`config.mk`:
```
export PLATFORM = sky130hd
export DESIGN_NAME = fu_alu_flat
export DESIGN_NICKNAME = d
export VERILOG_FILES = /design/src/rtl/fu_alu_if.sv /design/src/rtl/fu_alu.sv /design/src/flat_wrapper.sv
export SDC_FILE = /design/constraint.sdc
export NUM_CORES = 1
export LEC_CHECK = 0
export BUFFER_PORTS_ARGS = -buffer_cell sky130_fd_sc_hd__buf_2
export CORE_MARGIN = 2
export CORE_UTILIZATION = 50
export CTS_CLUSTER_DIAMETER = 40
export DETAILED_ROUTE_END_ITERATION = 10
export PLACE_DENSITY = 0.72
export SLEW_MARGIN = 10
export SYNTH_ARGS = -nofsm -noshare
export SYNTH_HDL_FRONTEND = slang
export SYNTH_SLANG_ARGS = --single-unit
```
`constraint.sdc`:
```
create_clock -name CLK -period 1.8 [get_ports CLK]
set_clock_uncertainty 0.2 [all_clocks]
set_input_delay 0.36 -clock CLK [delete_from_list [all_inputs] [get_ports CLK]]
set_output_delay 0.36 -clock CLK [all_outputs]
set_load 0.005 [all_outputs]
```
`src/rtl/fu_alu_if.sv`:
```
// Signal bundle between the execute-stage issue logic and the fu_alu integer unit.
// master drives operands and the issue strobe; slave (the ALU) returns result and flags.
interface fu_alu_if #(
   parameter int unsigned WORD_W = 32
);
   logic              en;
   logic [3:0]        aluop;
   logic [WORD_W-1:0] port_a;
   logic [WORD_W-1:0] port_b;
   logic [WORD_W-1:0] out;
   logic              valid;
   logic              zero;
   logic              negative;
   logic              overflow;

   modport master (
      output en, aluop, port_a, port_b,
      input  out, valid, zero, negative, overflow
   );

   modport slave (
      input  en, aluop, port_a, port_b,
      output out, valid, zero, negative, overflow
   );
endinterface

```
`src/rtl/fu_alu.sv`:
```
// Integer ALU functional unit: RV32I-style shift/add/sub/logic/compare, registered, 1-cycle latency.
// Define FU_ALU_FLAGS_EN to build the zero/negative/overflow flag registers; otherwise they read 0.
module fu_alu #(
   parameter int unsigned WORD_W = 32
) (
   input logic         CLK,
   input logic         nRST,
   fu_alu_if.slave     aluif
);

   localparam int unsigned ShW = $clog2(WORD_W);
   localparam int unsigned Msb = WORD_W - 1;

   localparam logic [3:0] OpSll  = 4'd0;
   localparam logic [3:0] OpSrl  = 4'd1;
   localparam logic [3:0] OpSra  = 4'd2;
   localparam logic [3:0] OpAdd  = 4'd3;
   localparam logic [3:0] OpSub  = 4'd4;
   localparam logic [3:0] OpAnd  = 4'd5;
   localparam logic [3:0] OpOr   = 4'd6;
   localparam logic [3:0] OpXor  = 4'd7;
   localparam logic [3:0] OpSlt  = 4'd10;
   localparam logic [3:0] OpSltu = 4'd11;

   logic [WORD_W-1:0] a;
   logic [WORD_W-1:0] b;
   logic [ShW-1:0]    shamt;
   logic              lt_s;
   logic              lt_u;
   logic [WORD_W-1:0] r;

   logic [WORD_W-1:0] out_q;
   logic              valid_q;

   assign a     = aluif.port_a;
   assign b     = aluif.port_b;
   // Only the low shamt bits steer shifts; upper bits of B are deliberately ignored.
   assign shamt = b[ShW-1:0];
   assign lt_s  = $signed(a) < $signed(b);
   assign lt_u  = a < b;

   always_comb begin
      r = '0;
      case (aluif.aluop)
         OpSll:   r = a << shamt;
         OpSrl:   r = a >> shamt;
         OpSra:   r = $unsigned($signed(a) >>> shamt);
         OpAdd:   r = a + b;
         OpSub:   r = a - b;
         OpAnd:   r = a & b;
         OpOr:    r = a | b;
         OpXor:   r = a ^ b;
         OpSlt:   r = {{(WORD_W-1){1'b0}}, lt_s};
         OpSltu:  r = {{(WORD_W-1){1'b0}}, lt_u};
         default: r = '0;
      endcase
   end

   always_ff @(posedge CLK or negedge nRST) begin
      if (!nRST) begin
         out_q   <= '0;
         valid_q <= 1'b0;
      end else begin
         valid_q <= aluif.en;
         if (aluif.en) begin
            out_q <= r;
         end
      end
   end

   assign aluif.out   = out_q;
   assign aluif.valid = valid_q;

`ifdef FU_ALU_FLAGS_EN
   logic ovf;
   logic zero_q;
   logic negative_q;
   logic overflow_q;

   always_comb begin
      ovf = 1'b0;
      case (aluif.aluop)
         OpAdd:   ovf = (a[Msb] == b[Msb]) && (r[Msb] != a[Msb]);
         OpSub:   ovf = (a[Msb] != b[Msb]) && (r[Msb] != a[Msb]);
         default: ovf = 1'b0;
      endcase
   end

   // Flags share the result register's enable so they always describe the held result.
   always_ff @(posedge CLK or negedge nRST) begin
      if (!nRST) begin
         zero_q     <= 1'b0;
         negative_q <= 1'b0;
         overflow_q <= 1'b0;
      end else if (aluif.en) begin
         zero_q     <= (r == '0);
         negative_q <= r[Msb];
         overflow_q <= ovf;
      end
   end

   assign aluif.zero     = zero_q;
   assign aluif.negative = negative_q;
   assign aluif.overflow = overflow_q;
`else
   assign aluif.zero     = 1'b0;
   assign aluif.negative = 1'b0;
   assign aluif.overflow = 1'b0;
`endif

endmodule

```
`src/flat_wrapper.sv`:
```
// flat-port wrapper written by rule: the top's interface ports become plain ports
module fu_alu_flat 
#(
   parameter int unsigned WORD_W = 32
)
  (CLK, nRST, aluif_en, aluif_aluop, aluif_port_a, aluif_port_b, aluif_out, aluif_valid, aluif_zero, aluif_negative, aluif_overflow);
  fu_alu_if #(.WORD_W(WORD_W)) aluif_i ();
  input logic CLK;
  input logic nRST;
  input wire logic [$bits(aluif_i.en)-1:0] aluif_en;
  input wire logic [$bits(aluif_i.aluop)-1:0] aluif_aluop;
  input wire logic [$bits(aluif_i.port_a)-1:0] aluif_port_a;
  input wire logic [$bits(aluif_i.port_b)-1:0] aluif_port_b;
  output wire logic [$bits(aluif_i.out)-1:0] aluif_out;
  output wire logic [$bits(aluif_i.valid)-1:0] aluif_valid;
  output wire logic [$bits(aluif_i.zero)-1:0] aluif_zero;
  output wire logic [$bits(aluif_i.negative)-1:0] aluif_negative;
  output wire logic [$bits(aluif_i.overflow)-1:0] aluif_overflow;
  assign aluif_i.en = aluif_en;
  assign aluif_i.aluop = aluif_aluop;
  assign aluif_i.port_a = aluif_port_a;
  assign aluif_i.port_b = aluif_port_b;
  assign aluif_out = aluif_i.out;
  assign aluif_valid = aluif_i.valid;
  assign aluif_zero = aluif_i.zero;
  assign aluif_negative = aluif_i.negative;
  assign aluif_overflow = aluif_i.overflow;
  fu_alu #(.WORD_W(WORD_W)) u_core (.CLK(CLK), .nRST(nRST), .aluif(aluif_i));
endmodule
```
==> results.sh, run 1 <==
export IMPL_yosys_area_share_simple_pct=19.4
export IMPL_num_rows=51
export IMPL_track_usage_pct=76.8
export IMPL_async_flop_share_pct=100
export IMPL_synth_xor_area_share_pct=0.799
export IMPL_syn_instance_count=1371
export IMPL_clockBufferDepth=2
export IMPL_synthMuxAreaShare_pct=14.5
export IMPL_ys_types=80
export IMPL_cts_sinks=33
export IMPL_endpoint_type="register input"
export IMPL_htreeDepth=2
export IMPL_synth_top_family_by_area="compound AO/OA/AOI/OAI gates"
export IMPL_yosysTopAreaCellShare_pct=13.4
export IMPL_avgSynthCellArea_um2=7.20
export IMPL_die_height_um=144
export IMPL_port_buffers=103
export IMPL_synthTopCellsByArea="ha_1, mux4_2, dfrtp_1, a21oi_1, nor2_1"
export IMPL_cts_inserted_buffers=5
export IMPL_ios=107
export IMPL_synth_seq_area_share_pct=8.37
export IMPL_die_w_um=144
export IMPL_lastStage="global routing"
export IMPL_synth_adder_area_share_pct=13.8
export IMPL_status="stopped before the end"
export IMPL_synth_seq_cells=33
export IMPL_gp_congestion=1.16
export IMPL_synth_compound_area_share_pct=34.7
export IMPL_ys_flop_type="dfrtp_1"
export IMPL_syn_area_um2=9870
export IMPL_netlist_top_cells_count="nor2_1, a21oi_1, nand2_1"
export IMPL_yosysMostFrequentCell="nor2_1"
export IMPL_hpwl_mm=42.5
export IMPL_yosys_warnings=0
export IMPL_worstEndpointGrtRepair="u_core.aluif.out[30]$_DFFE_PN0P_/D"
export IMPL_synth_edf_count=0
export IMPL_grt_max_degree=83
export IMPL_yosys_area_top_type="ha_1"
export IMPL_overflow=140
export IMPL_error_line="[ERROR GRT-0232] Routing congestion too high. Check the congestion heatmap in the GUI."
export IMPL_initial_core_util_pct=50.9
export IMPL_root_buffer="clkbuf_16"
layer usage:
metal | global-route usage, % | overflow
met5 | 18.5 | 0
met4 | 80.8 | 63
met3 | 57.5 | 1
met2 | 94.5 | 75
met1 | 77.4 | 1
stage by stage:
stage	TNS (ns)	worst slack (ns)	instance area (um^2)	util, %	cells
2_1_floorplan	-35.76	-1.54	10200	-	1373
3_3_place_gp	-47.14	-1.84	14500	74.7	2158
3_5_place_dp	-48.82	-1.85	14500	74.7	2158
4_1_cts	-32.23	-1.30	16300	83.9	2212
cells by family after synthesis:
group	Yosys count
buffers and inverters	205
other	1
adder cells (fa/ha/maj)	108
AO/OA/AOI/OAI	502
multiplexers	89
XOR/XNOR	9
AND/OR/NAND/NOR	424
flip-flops	33
timing repair:
item / CTS
cloned: 5
hold buffers: 1
pin swaps: 130
setup endpoints to repair: 32
resized for setup: 288
setup buffers: 44
endpoints found under the hold margin: 33
==> inputs of run 2 (changes only) <==
--- a/config.mk
+++ b/config.mk
@@ -7,10 +7,9 @@
 export LEC_CHECK = 0
 export BUFFER_PORTS_ARGS = -buffer_cell sky130_fd_sc_hd__buf_2
 export CORE_MARGIN = 2
-export CORE_UTILIZATION = 50
-export CTS_CLUSTER_DIAMETER = 40
+export CORE_UTILIZATION = 35
 export DETAILED_ROUTE_END_ITERATION = 10
-export PLACE_DENSITY = 0.72
+export PLACE_DENSITY_LB_ADDON = 0.15
 export SLEW_MARGIN = 10
 export SYNTH_ARGS = -nofsm -noshare
 export SYNTH_HDL_FRONTEND = slang
==> constraint.sdc (replaced) <==
create_clock -name CLK -period 2.3 [get_ports CLK]
set_clock_uncertainty 0.2 [all_clocks]
set_input_delay 0.46 -clock CLK [delete_from_list [all_inputs] [get_ports CLK]]
set_output_delay 0.46 -clock CLK [all_outputs]
set_load 0.005 [all_outputs]
==> run 2 against run 1 <==
Net effect: the flow now finishes, with violations (negative setup slack); synthesized area unchanged; synthesized cell count unchanged.
==> results.sh, run 2 <==
export IMPL_setup_slack_ns=-0.961
export IMPL_num_rows=61
export IMPL_largest_reg_flops=32
export IMPL_synth_top_family_by_area="compound AO/OA/AOI/OAI gates"
export IMPL_overflow=0
export IMPL_syn_instance_count=1371
export IMPL_drc=0
export IMPL_yosys_area_share_simple_pct=19.4
export IMPL_ys_types=80
export IMPL_routed_wl_mm=56.6
export IMPL_period_needed_ns=3.26
export IMPL_routed_via_density=5.88
export IMPL_cts_inserted_buffers=5
export IMPL_mostFrequentLayoutCells="buf_4, nor2_1, nand2_1"
export IMPL_hpwl_mm=45.2
export IMPL_powerDensity_nw_per_um2=330
export IMPL_slew_viol_final=0
export IMPL_status="complete, but fails checks"
export IMPL_ios=107
export IMPL_clk_pin_slew_ns=0.06
export IMPL_cts_hold_buf=0
export IMPL_drv_cap=0
export IMPL_port_buffers=103
export IMPL_violations="negative setup slack"
export IMPL_synthMuxAreaShare_pct=14.5
export IMPL_clockBufferDepth=2
export IMPL_cp_slowest_cell="fa_2"
export IMPL_avgSynthCellArea_um2=7.20
export IMPL_yosysTopAreaCellShare_pct=13.4
export IMPL_p_leak_uw=0.00800
export IMPL_insertion_delay_ns=0.29
export IMPL_setup_viol=32
export IMPL_hold_viol=0
export IMPL_worst_pin_slew_ns=0.808
export IMPL_final_common_cell="buf_4"
export IMPL_synthTopCellsByArea="ha_1, mux4_2, dfrtp_1, a21oi_1, nor2_1"
export IMPL_path_cells="buf_8 -> inv_6 -> ha_4 -> inv_2 -> fa_2 -> nor2b_4 -> o21ai_4 -> a31oi_4 -> a31o_4 -> o41ai_4 -> o211ai_2 -> a311oi_2 -> o22a_1 -> nor2_1 -> a211o_1"
export IMPL_htreeDepth=2
export IMPL_die_height_um=172
export IMPL_root_buffer="clkbuf_16"
export IMPL_first_pass_iters=5
export IMPL_syn_area_um2=9870
export IMPL_final_nets=2161
export IMPL_start_kind="input port"
export IMPL_dr_total_vias=13883
export IMPL_gp_congestion=1.03
export IMPL_ir_drop_uv=260
export IMPL_timing_slew_headroom_pct=46.1
export IMPL_antenna_found_initial=0
export IMPL_initial_core_util_pct=35.5
export IMPL_rsz0062_at_grt="yes"
export IMPL_synth_seq_cells=33
export IMPL_worstPathMaxFanout=3
export IMPL_track_usage_pct=37.5
export IMPL_synth_seq_area_share_pct=8.37
export IMPL_post_route_period_util_pct=142
export IMPL_drtAntennaViolNets=0
export IMPL_rrSetupSlack_ns=-0.05
export IMPL_cts_tree="built"
export IMPL_cpPeakStageDelay_ns=0.35
export IMPL_ys_flop_type="dfrtp_1"
export IMPL_synth_xor_area_share_pct=0.799
export IMPL_fillers=2558
export IMPL_clock_fmax_ghz=0.307
export IMPL_die_area_um2=29600
export IMPL_netlist_top_cells_count="nor2_1, a21oi_1, nand2_1"
export IMPL_yosysMostFrequentCell="nor2_1"
export IMPL_drt_iter0_drc=1366
export IMPL_cts_sinks=33
export IMPL_die_w_um=172
export IMPL_hold_path_class="input port to async pin"
export IMPL_yosys_warnings=0
export IMPL_routedWlPerCell_um=24.0
export IMPL_end_kind="flip-flop"
export IMPL_crit_required_ns=2.28
export IMPL_critical_path_class="input port to flip-flop"
export IMPL_syn2layout_area_growth_pct=76.0
export IMPL_grt_pass1_wl_mm=82.4
export IMPL_setup_tns_ns=-20.36
export IMPL_yosys_area_top_type="ha_1"
export IMPL_crit_arrival_ns=3.24
export IMPL_synth_adder_area_share_pct=13.8
export IMPL_layout_drive_gt1_share_pct=53.3
export IMPL_grt_max_degree=83
export IMPL_grt_pass1_vias=13199
export IMPL_synth_edf_count=0
export IMPL_synth_compound_area_share_pct=34.7
export IMPL_place_ws_ns=-1.63
export IMPL_async_flop_share_pct=100
export IMPL_core_um2=27800
-- run 2: cell families (layout without fill, tap and decap cells) --
group | Yosys count | count (layout)
AO/OA/AOI/OAI | 502 | 502
AND/OR/NAND/NOR | 424 | 424
buffers and inverters | 205 | 815
adder cells (fa/ha/maj) | 108 | 108
multiplexers | 89 | 89
flip-flops | 33 | 33
XOR/XNOR | 9 | 9
other | 1 | 4
-- run 2: repair_timing --
action | CTS | global route
cloned | 3 | 0
pin swaps | 123 | 124
setup buffers | 54 | 38
setup endpoints to repair | 32 | 32
gates resized for setup | 314 | 152
-- run 2: area by class of cell --
class | instances | area, um^2 | area share (%)
Multi-Input combinational cell | 1135 | 9850 | 56.7
Sequential cell | 33 | 826 | 4.75
Clock inverter | 3 | 46.3 | 0.267
Antenna cell | 1 | 2.50 | 0.0144
Tap cell | 378 | 473 | 2.72
Clock buffer | 5 | 125 | 0.720
Inverter | 97 | 429 | 2.47
Timing Repair Buffer | 710 | 5620 | 32.4
-- run 2: layer usage --
layer,routed length [um],GRT usage [%],share of wire [%]
met1,22500,47.8,40
met2,26300,62.6,46
met3,3850,4.03,6.8
met4,3990,20.1,7.0
met5,0,0,0
-- run 2: through the flow --
step                util (%)  area [um^2]  hold slack, ns  cells  power [uW]
finish                  62.5        17400          0.0570   2362        5740
global route            62.5        17400           0.121   2361        6010
CTS                     59.5        16500          0.0922   2332        5410
detailed placement      52.7        14700           0.268   2274        4090
global placement        52.7        14700           0.265   2274        4080
floorplan                  -        10200         -0.0356   1373        2320
-- run 2: power breakdown --
group	internal, uW	switching, uW	total (uW)
combinational	2040	2190	4230
clock	514	311	825
sequential	647	39.3	686
total	3200	2540	5740
-- run 2: worst paths after layout --
path	cells after the start	startpoint	end
setup / recovery	15	aluif_port_a[0]	u_core.aluif.out[30]
hold / removal	1	nRST	u_core.aluif.out[8]
setup reg to reg	8	u_core.aluif.out[30]	u_core.aluif.out[30]
hold reg to reg	1	u_core.aluif.out[2]	u_core.aluif.out[2]
max in group asynchronous	1	nRST	u_core.aluif.out[31]
min in group CLK	2	aluif_en	u_core.aluif.valid
-- run 2: critical path: cells and delay by family --
kind	cells	cell delay [ns]
AND/OR/NAND/NOR	2	0.20
adder cells (fa/ha/maj)	2	0.47
buffers and inverters	3	0.19
AO/OA/AOI/OAI	8	1.90
Power figures use the tool's default switching activity.
